--- src/rtl/walk_pkg.sv ---
// Shared types and helpers for the walk request bank: arbiter state encoding and clog2.
package walk_pkg;

  typedef enum logic {
    IDLE  = 1'b0,
    GRANT = 1'b1
  } arb_state_t;

  function automatic int clog2(input int value);
    int r;
    int v;
    r = 0;
    v = value - 1;
    while (v > 0) begin
      r = r + 1;
      v = v >> 1;
    end
    return r;
  endfunction

endpackage

--- src/rtl/walk_channel.sv ---
// One request channel: edge register, pending flag, wait-age counter and expiry pulse.
module walk_channel
  import walk_pkg::*;
#(
  parameter int TIMEOUT = 200,
  parameter int AGE_W   = 8
) (
  input  logic clk,
  input  logic rst_n,
  input  logic sync_clr,
  input  logic req,
  input  logic clear,
  input  logic granted,
  output logic pend,
  output logic expired
);

  localparam logic [AGE_W-1:0] AGE_LAST = AGE_W'((TIMEOUT > 0) ? TIMEOUT - 1 : 0);
  localparam logic [AGE_W-1:0] AGE_MAX  = '1;

  logic             req_q;
  logic [AGE_W-1:0] age;
  logic             rise;
  logic             counting;
  logic             expire;

  assign rise     = req & ~req_q;
  assign counting = pend & ~granted;
  // A fresh rise keeps the request alive, so it also suppresses expiry in that cycle.
  assign expire   = (TIMEOUT > 0) && counting && (age == AGE_LAST) && !rise;

  always_ff @(posedge clk or negedge rst_n) begin
    if (!rst_n) begin
      req_q   <= 1'b0;
      pend    <= 1'b0;
      age     <= '0;
      expired <= 1'b0;
    end else if (sync_clr) begin
      req_q   <= req;
      pend    <= 1'b0;
      age     <= '0;
      expired <= 1'b0;
    end else begin
      req_q   <= req;
      expired <= expire;
      if (rise) begin
        pend <= 1'b1;
        age  <= '0;
      end else if (clear || expire) begin
        pend <= 1'b0;
        age  <= '0;
      end else if (!counting) begin
        age <= '0;
      end else if (age != AGE_MAX) begin
        age <= age + 1'b1;
      end
    end
  end

endmodule

--- src/rtl/walk_request_bank.sv ---
// Request bank top: N_CH walk channels plus a round-robin IDLE/GRANT arbiter.
// Handshake: grant_valid/grant_idx stay stable until a 1-cycle srv_ack; ack while idle is ignored.
module walk_request_bank
  import walk_pkg::*;
#(
  parameter int N_CH    = 4,
  parameter int TIMEOUT = 200,
  parameter int AGE_W   = 8
) (
  input  logic                     clk,
  input  logic                     Reset_n,
  input  logic                     Reset_sincronico,
  input  logic [N_CH-1:0]          req_in,
  input  logic                     srv_ack,
  output logic [N_CH-1:0]          pend,
  output logic                     grant_valid,
  output logic [clog2(N_CH)-1:0]   grant_idx,
  output logic [N_CH-1:0]          expired
);

  localparam int IDX_W = clog2(N_CH);

  arb_state_t       state;
  logic [IDX_W-1:0] ptr;
  logic [IDX_W-1:0] pick;
  logic [IDX_W-1:0] cand_idx;
  logic [IDX_W-1:0] next_ptr;
  logic             found;
  logic             any_pend;
  int               cand;
  logic [N_CH-1:0]  granted;
  logic [N_CH-1:0]  clear;

  assign any_pend = |pend;
  assign next_ptr = (grant_idx == IDX_W'(N_CH - 1)) ? '0 : grant_idx + 1'b1;

  // First pending channel at or above ptr, wrapping modulo N_CH.
  always_comb begin
    pick     = '0;
    found    = 1'b0;
    cand     = 0;
    cand_idx = '0;
    for (int k = 0; k < N_CH; k++) begin
      cand = int'(ptr) + k;
      if (cand >= N_CH) cand = cand - N_CH;
      cand_idx = IDX_W'(cand);
      if (!found && pend[cand_idx]) begin
        pick  = cand_idx;
        found = 1'b1;
      end
    end
  end

  // A channel being granted this cycle counts as granted, so the grant beats expiry.
  always_comb begin
    granted = '0;
    clear   = '0;
    for (int i = 0; i < N_CH; i++) begin
      granted[i] = ((state == GRANT) && (grant_idx == IDX_W'(i))) ||
                   ((state == IDLE) && any_pend && (pick == IDX_W'(i)));
      clear[i]   = (state == GRANT) && srv_ack && (grant_idx == IDX_W'(i));
    end
  end

  always_ff @(posedge clk or negedge Reset_n) begin
    if (!Reset_n) begin
      state       <= IDLE;
      grant_valid <= 1'b0;
      grant_idx   <= '0;
      ptr         <= '0;
    end else if (Reset_sincronico) begin
      state       <= IDLE;
      grant_valid <= 1'b0;
      grant_idx   <= '0;
      ptr         <= '0;
    end else begin
      case (state)
        IDLE: begin
          if (any_pend) begin
            state       <= GRANT;
            grant_valid <= 1'b1;
            grant_idx   <= pick;
          end
        end
        GRANT: begin
          if (srv_ack) begin
            state       <= IDLE;
            grant_valid <= 1'b0;
            ptr         <= next_ptr;
          end
        end
        default: begin
          state       <= IDLE;
          grant_valid <= 1'b0;
        end
      endcase
    end
  end

  for (genvar i = 0; i < N_CH; i++) begin : g_ch
    walk_channel #(
      .TIMEOUT (TIMEOUT),
      .AGE_W   (AGE_W)
    ) u_ch (
      .clk      (clk),
      .rst_n    (Reset_n),
      .sync_clr (Reset_sincronico),
      .req      (req_in[i]),
      .clear    (clear[i]),
      .granted  (granted[i]),
      .pend     (pend[i]),
      .expired  (expired[i])
    );
  end

endmodule

--- config.mk ---
export PLATFORM = sky130hd
export DESIGN_NAME = walk_request_bank
export DESIGN_NICKNAME = d
export VERILOG_FILES = /design/src/rtl/walk_pkg.sv /design/src/rtl/walk_channel.sv /design/src/rtl/walk_request_bank.sv
export SDC_FILE = /design/constraint.sdc
export NUM_CORES = 1
export LEC_CHECK = 0
export ABC_AREA = 1
export CAP_MARGIN = 20
export CORE_ASPECT_RATIO = 0.9
export CORE_MARGIN = 2
export CORE_UTILIZATION = 50
export CTS_BUF_LIST = sky130_fd_sc_hd__clkbuf_4
export DETAILED_ROUTE_END_ITERATION = 6
export PLACE_DENSITY = 0.69
export SYNTH_ARGS = -nofsm -noshare
export SYNTH_HDL_FRONTEND = slang
export SYNTH_SLANG_ARGS = --single-unit
export TNS_END_PERCENT = 10
--- constraint.sdc ---
create_clock -name clk -period 3.1 [get_ports clk]
set_input_delay 0.62 -clock clk [delete_from_list [all_inputs] [get_ports clk]]
set_output_delay 0.62 -clock clk [all_outputs]
set_load 0.005 [all_outputs]
==> results.md, run 1 <==
- P&R area growth vs syn: 7.91%
- Clock Path Buffers: 2
- Met3 usage: 0.0301
- Num CTS Buffers: 5
- I/O Pins: 19
- CP startpoint: ptr[0]$_DFFE_PN0P_
- Clk_skew: 0.0138 ns
- HP Class: in2async
- Final setup violating endpoints: 0
- Slew of the pin with the lowest slew margin: 0.529 ns
- Drt first-iter violations: 109
- Synthesized cell area: 2960 µm²
- Final net count: 395
- Place WS: 0.835 ns
- Share of post-route cells with drive strength above 1: 0.100
- Post-CTS Setup Bufs: 0
- CP Max Fanout: 11
- Worst hold slack: 0.213 ns
- Post-CTS sizing: 0
- Global-route met2 utilization: 0.271
- Die W: 85.1 µm
- Total GRT Usage: 0.176
- Ys async rst share: 1.00
- Most frequent cells in the layout: nand2_1 (67), nor2_1 (50), dfrtp_1 (50)
- Pwr dens: 376 nW/µm²
- Final total power: 1.20 mW
- RR Startpoint: ptr[0]$_DFFE_PN0P_
- Net Sw Power: 366 µW
- Share of power burned in registers: 0.576
- Global placer's final weighted congestion: 0.861
- H-tree depth: 2
- Final critical-path share of the clock period: 0.642
- Pint: 833 µW
- RSZ-0062 raised after global routing: no
- Max_slew headroom: 0.646
- Setup ws final: 1.11 ns
- Root Driver: clkbuf_4
- Reg2Reg Depth: 10
- Worst-Skew Late Latency: 0.35 ns
- # DRC: 0
- DR WL/cell: 12.1 µm
- TNS Setup: 0 ns
- First drt pass iteration count: 4
- Crit path DAT: 2.28 ns
- Gr busiest metal: met2
- FILL cells: 521
- Pins over their slew limit: 0
- Final Core Density: 0.561
- Clock network fraction of design power: 0.238
- CP Capture Type: register
- VDD IR max: 0.207 mV
- Max-Cap Viols: 0
- Final Hold Viols: 0
- Worst setup endpoint: g_ch[3].u_ch.age[6]$_DFFE_PN0P_
- Required @ worst endpoint: 3.39 ns
- TritonCTS clock tree: yes
- Met1 Track Usage GR: 0.258
- Status: finished clean
- Type of origin of the critical path: register
- Sinks on Clock Net: 50
- Syn Nets: 381
- Vias per cell: 5.12
- Post-synth EDFFs: 0
- Commonest non-fill, non-tap cell in the layout: nand2_1
- Initial Util: 0.520
- WL final: 5.43 mm
- Syn avg cell area: 8.10 µm²
- Fmax: 502 MHz
- Total number of vias: 2305
- Core region area: 5690 µm²
- First-pass GRT wire length: 9.44 mm
- Leakage: 1.40 nW
- Comb pwr share: 0.186
- Post-DP HPWL: 4.16 mm
- Antenna diodes: 0
- Crit path kind: reg2reg
- Hold buffers post-CTS: 0
- Input/output buffers: 18
- Congestion Overflow GR: 0
- Worst-path clk slew: 0.14 ns
- Tmin final: 1.99 ns
- Yosys warning count: 0
- Remaining antenna violation count: 0
- Initial antenna violation count: 0
- Die Area: 6550 µm²
- Cells after Synth: 365
- Synth Flop Type: dfrtp_1
- Die Ht: 77.0 µm
- Sequential fraction of the synthesis area: 0.423
- Vias in the first global route: 2094
- Rows: 26
- Largest net degree at the start of global routing: 29
- #FFs+latches synth: 50
- Switching Fraction: 0.305
- R2r setup slk: 1.11 ns
- Yosys cell types: 36
- Worst R2R End: g_ch[3].u_ch.age[6]$_DFFE_PN0P_
flip-flops by register name, indices dropped and copies added, names as in the netlist:
| register | count |
|---|---|
| state | 1 |
| g_ch.u_ch.expired | 4 |
| grant_idx | 2 |
| g_ch.u_ch.req_q | 4 |
| grant_valid | 1 |
| ptr | 2 |
| g_ch.u_ch.age | 32 |
| g_ch.u_ch.pend | 4 |
through the flow:
step / cell area, µm² / instances
2_1_floorplan: 2960 / 365
3_5_place_dp: 3140 / 442
4_1_cts: 3190 / 450
3_3_place_gp: 3140 / 442
5_1_grt: 3190 / 450
6_report: 3190 / 450
cells in the mapped netlist (3+ instances only):
master / instances / area share
ha_1: 8 / 0.034
mux2i_1: 3 / 0.010
inv_1: 47 / 0.060
buf_4: 8 / 0.020
a211oi_1: 4 / 0.010
nand2_2: 8 / 0.017
nand2_1: 67 / 0.085
nor2_1: 50 / 0.063
a21oi_2: 3 / 0.0089
nand4_4: 4 / 0.029
nand3_1: 28 / 0.047
nor3_1: 4 / 0.0068
dfrtp_1: 50 / 0.42
nand3b_1: 4 / 0.010
nor4_1: 5 / 0.011
o21ai_0: 17 / 0.029
a21oi_1: 14 / 0.024
nand3_2: 4 / 0.014
nand4_1: 5 / 0.011
xor2_1: 11 / 0.033
cells by family (layout without fill, tap and decap cells):
logic type      Yosys count  in the layout  synth area share
buf+inv                  61             76            0.0926
compound gates           43             43            0.0850
fa+ha+maj                 8              8            0.0338
xor+xnor                 13             13            0.0385
flops                    50             50             0.423
simple gates            187            187             0.317
mux                       3              3            0.0102
metal layers:
metal | vias to the layer above | wire (µm)
met5 | - | 0
met4 | 0 | 32
met3 | 2 | 160
met2 | 30 | 2430
met1 | 1067 | 2800
li1 | 1206 | -
area by class of cell:
| class | count | area, µm² | share of cell area |
|---|---|---|---|
| clock buffer | 5 | 37.5 | 0.0118 |
| clock inverter | 3 | 16.3 | 0.00510 |
| inverter | 49 | 184 | 0.0576 |
| multi-input combinational | 254 | 1430 | 0.449 |
| timing repair buffer | 19 | 183 | 0.0572 |
| sequential | 50 | 1250 | 0.392 |
| tap | 70 | 87.6 | 0.0274 |
power groups by stage:
stage,clock (mW),sequential (mW),combinational [mW]
2_1_floorplan,0,0.693,0.168
3_3_place_gp,0,0.702,0.219
3_5_place_dp,0,0.702,0.224
4_1_cts,0.299,0.690,0.225
5_1_grt,0.324,0.693,0.249
6_report,0.285,0.690,0.223
how the worst min path moves through the flow:
stage,endpoint,slack (ns),startpoint
2_1_floorplan,g_ch[0].u_ch.age[0]$_DFFE_PN0P_,0.32,Reset_n
3_3_place_gp,grant_valid$_DFFE_PN0P_,0.47,grant_valid$_DFFE_PN0P_
3_5_place_dp,grant_valid$_DFFE_PN0P_,0.47,grant_valid$_DFFE_PN0P_
4_1_cts,ptr[1]$_DFFE_PN0P_,0.22,Reset_n
5_1_grt,g_ch[3].u_ch.req_q$_DFF_PN0_,0.24,Reset_n
6_report,ptr[1]$_DFFE_PN0P_,0.21,Reset_n
critical path: stages (launching register included):
cell and delay [ns]:
dfrtp_1 0.55, inv_2 0.18, nand2_1 0.12, nand2_1 0.07
and2_1 0.16, nand2_2 0.10, nor2_2 0.06, nand3b_1 0.23
nand3_2 0.15, nand4_4 0.16, a21oi_1 0.16
(Power assumes the default switching activity.)
==> run 2, diff against run 1 <==
==> constraint.sdc (replaced) <==
create_clock -name clk -period 1.85 [get_ports clk]
set_input_delay 0.37 -clock clk [delete_from_list [all_inputs] [get_ports clk]]
set_output_delay 0.37 -clock clk [all_outputs]
set_load 0.005 [all_outputs]
==> run 2 against run 1 <==
The run now ends with setup timing left. Die area unchanged. Final cell count increased by 6.9%. Flip-flop and latch count did not move. Sequential share of layout area fell by 4.7 points. First-iteration DRC count is 15% lower. Register-to-register slack lost 1.2 ns. Combinational power grew to 2.6 times the previous value. Clock skew grew 0.0091 ns. Critical path depth up 3. Critical endpoint is now g_ch[0].u_ch.age[6]$_DFFE_PN0P_. Largest cell class unchanged.
==> results.md, run 2 (same netlist as run 1, synthesis figures left out) <==
- Clk_skew: 0.0229 ns (+0.00914 ns)
- Sinks on Clock Net: 50 (unchanged)
- Crit path DAT: 2.21 ns (-0.07 ns)
- Remaining antenna violation count: 0 (unchanged)
- Comb pwr share: 0.259 (+0.073)
- TritonCTS clock tree: yes
- Area after DPL: 3280 µm² (+4.5%)
- Die Area: 6550 µm² (unchanged)
- Switching Fraction: 0.325 (+0.0194)
- Core region area: 5690 µm² (unchanged)
- Pins over their slew limit: 0 (unchanged)
- Final net count: 426 (+7.8%)
- DR WL/cell: 13.2 µm (+9.3%)
- WP buf/inv: 3 (+2)
- Multi-input gate area: 1590 µm² (+11%)
- TNS Setup: -0.329 ns (-0.329 ns)
- Initial Util: 0.520 (unchanged)
- H-tree depth: 2 (unchanged)
- Worst-Skew Late Latency: 0.37 ns (+0.02 ns)
- RSZ-0062 raised after global routing: yes
- Type of origin of the critical path: register
- Clock network fraction of design power: 0.228 (-0.010)
- Vias in the first global route: 2247 (+7.3%)
- Failing checks: setup timing
- Rows: 26 (unchanged)
- Max reg flops: 32 (unchanged)
- Sequential cell area: 1250 µm² (+0.30%)
- Antenna diodes: 0 (unchanged)
- Final setup violating endpoints: 18 (+18)
- CP Capture Type: register
- First-pass GRT wire length: 10.1 mm (+7.5%)
- VDD IR max: 0.443 mV (+110%)
- Commonest non-fill, non-tap cell in the layout: nand2_1
- CP max stage delay: 0.45 ns (-0.10 ns)
- Pwr dens: 619 nW/µm² (+65%)
- Critical path cell sequence: clkinv_4 > buf_12 > nand2_1 > nand2_2 > nand2_4 > nand2_4 > nand4_1 > nand2_2 > nor2_4 > nand4_4 > buf_4 > nand3b_1 > a21oi_2
- P&R area growth vs syn: 23.0%
- Num CTS Buffers: 5 (unchanged)
- Share of post-route cells with drive strength above 1: 0.258 (+0.158)
- Total number of vias: 2499 (+8.4%)
- Tmin final: 1.93 ns (-0.0631 ns)
- Vias per cell: 5.20 (+1.4%)
- Post-DP HPWL: 4.42 mm (+6.3%)
- Die W: 85.1 µm (unchanged)
- I/O Pins: 19 (unchanged)
- Slowest cell on the critical path: dfrtp_2
- Initial antenna violation count: 0 (unchanged)
- Place WS: -0.0582 ns (-0.893 ns)
- R2r setup slk: -0.08 ns (-1.19 ns)
- First drt pass iteration count: 4 (unchanged)
- Final critical-path share of the clock period: 1.04 (+0.400)
- Congestion Overflow GR: 0 (unchanged)
- Share of power burned in registers: 0.512 (-0.064)
- Max_slew headroom: 0.678 (+0.0318)
- Largest net degree at the start of global routing: 31 (+6.9%)
- Post-layout instance area: 3640 µm² (+14%)
- Most frequent cells in the layout: nand2_1 (49), dfrtp_1 (47), nor2_1 (46)
- Slew of the pin with the lowest slew margin: 0.483 ns (-0.0457 ns)
- Leakage: 1.60 nW (+15%)
- Max-Cap Viols: 0 (unchanged)
- Required @ worst endpoint: 2.13 ns (-1.26 ns)
- WL final: 6.34 mm (+17%)
- FILL cells: 505 (-3.1%)
- HP Class: in2reg
- Final Hold Viols: 0 (unchanged)
- Net Sw Power: 732 µW (+100%)
- Drt first-iter violations: 93 (-15%)
- Worst-path clk slew: 0.16 ns (+0.02 ns)
- Input/output buffers: 18 (unchanged)
- CP Max Fanout: 5 (-6)
- Final Core Density: 0.639 (+0.0785)
- Setup ws final: -0.0784 ns (-1.19 ns)
- Fmax: 519 MHz (+3.3%)
- Global placer's final weighted congestion: 0.882 (+2.5%)
- Clock Path Buffers: 2 (unchanged)
- Largest register by flop count: g_ch.u_ch.age
- Status: finished with violations
- # DRC: 0 (unchanged)
- Total GRT Usage: 0.191 (+0.0155)
- Pint: 1.52 mW (+83%)
- Die Ht: 77.0 µm (unchanged)
- Crit path kind: reg2reg
- Crit-path leading delay family: simple AND/OR/NAND/NOR gates
- Root Driver: clkbuf_4
run 2: path summary, 6_finish.rpt:
path | endpoint | from | cells past startpoint
min in group asynchronous | grant_idx[1]$_DFFE_PN0P_ | Reset_n | 3
max in group asynchronous | g_ch[2].u_ch.age[1]$_DFFE_PN0P_ | Reset_n | 3
setup reg to reg | g_ch[0].u_ch.age[6]$_DFFE_PN0P_ | ptr[0]$_DFFE_PN0P_ | 13
hold / removal | g_ch[1].u_ch.req_q$_DFF_PN0_ | req_in[1] | 1
setup / recovery | g_ch[0].u_ch.age[6]$_DFFE_PN0P_ | ptr[0]$_DFFE_PN0P_ | 13
hold reg to reg | grant_valid$_DFFE_PN0P_ | grant_valid$_DFFE_PN0P_ | 2
run 2: routing by layer:
layer	part of all wire	track usage
met5	0	0
met4	0.0096	0.0540
met3	0.042	0.0334
met2	0.49	0.291
met1	0.46	0.281
run 2: per-stage QoR:
stage               hold WS (ns)  instances  total power [mW]
floorplan                 0.0744        365              1.44
global placement           0.367        461              1.58
detailed placement         0.369        461              1.59
CTS                        0.437        471              2.11
global route               0.417        481              2.38
finish                     0.452        481              2.25
run 2: repair_timing:
item | 4_1_cts | 5_1_grt
hold buffers | 1 | 0
gates resized for setup | 0 | 58
buffers inserted | 1 | 10
hold endpoints to repair | 33 | 0
setup endpoints to repair | 8 | 39
pin swaps | 0 | 24
run 2: power groups by stage:
stage	registers (mW)	clock network, mW	logic (mW)
6_report	1.15	0.515	0.584
5_1_grt	1.16	0.585	0.633
3_3_place_gp	1.17	0	0.407
2_1_floorplan	1.16	0	0.282
4_1_cts	1.15	0.535	0.423
3_5_place_dp	1.17	0	0.417
run 2: area by class of cell:
cell class / instances / area share
Multi-Input combinational cell: 254 / 0.438
Sequential cell: 50 / 0.345
Timing Repair Buffer: 50 / 0.126
Inverter: 49 / 0.0519
Tap cell: 70 / 0.0241
Clock buffer: 5 / 0.0103
Clock inverter: 3 / 0.00550
==> run 3, diff against run 2 <==
--- a/config.mk
+++ b/config.mk
@@ -11,6 +11,7 @@
 export CORE_MARGIN = 2
 export CORE_UTILIZATION = 50
 export CTS_BUF_LIST = sky130_fd_sc_hd__clkbuf_4
+export CTS_CLUSTER_SIZE = 24
 export DETAILED_ROUTE_END_ITERATION = 6
 export PLACE_DENSITY = 0.69
 export SYNTH_ARGS = -nofsm -noshare
==> results of run 3 <==
The final DEF is identical to that of run 2; final timing and power are the same.
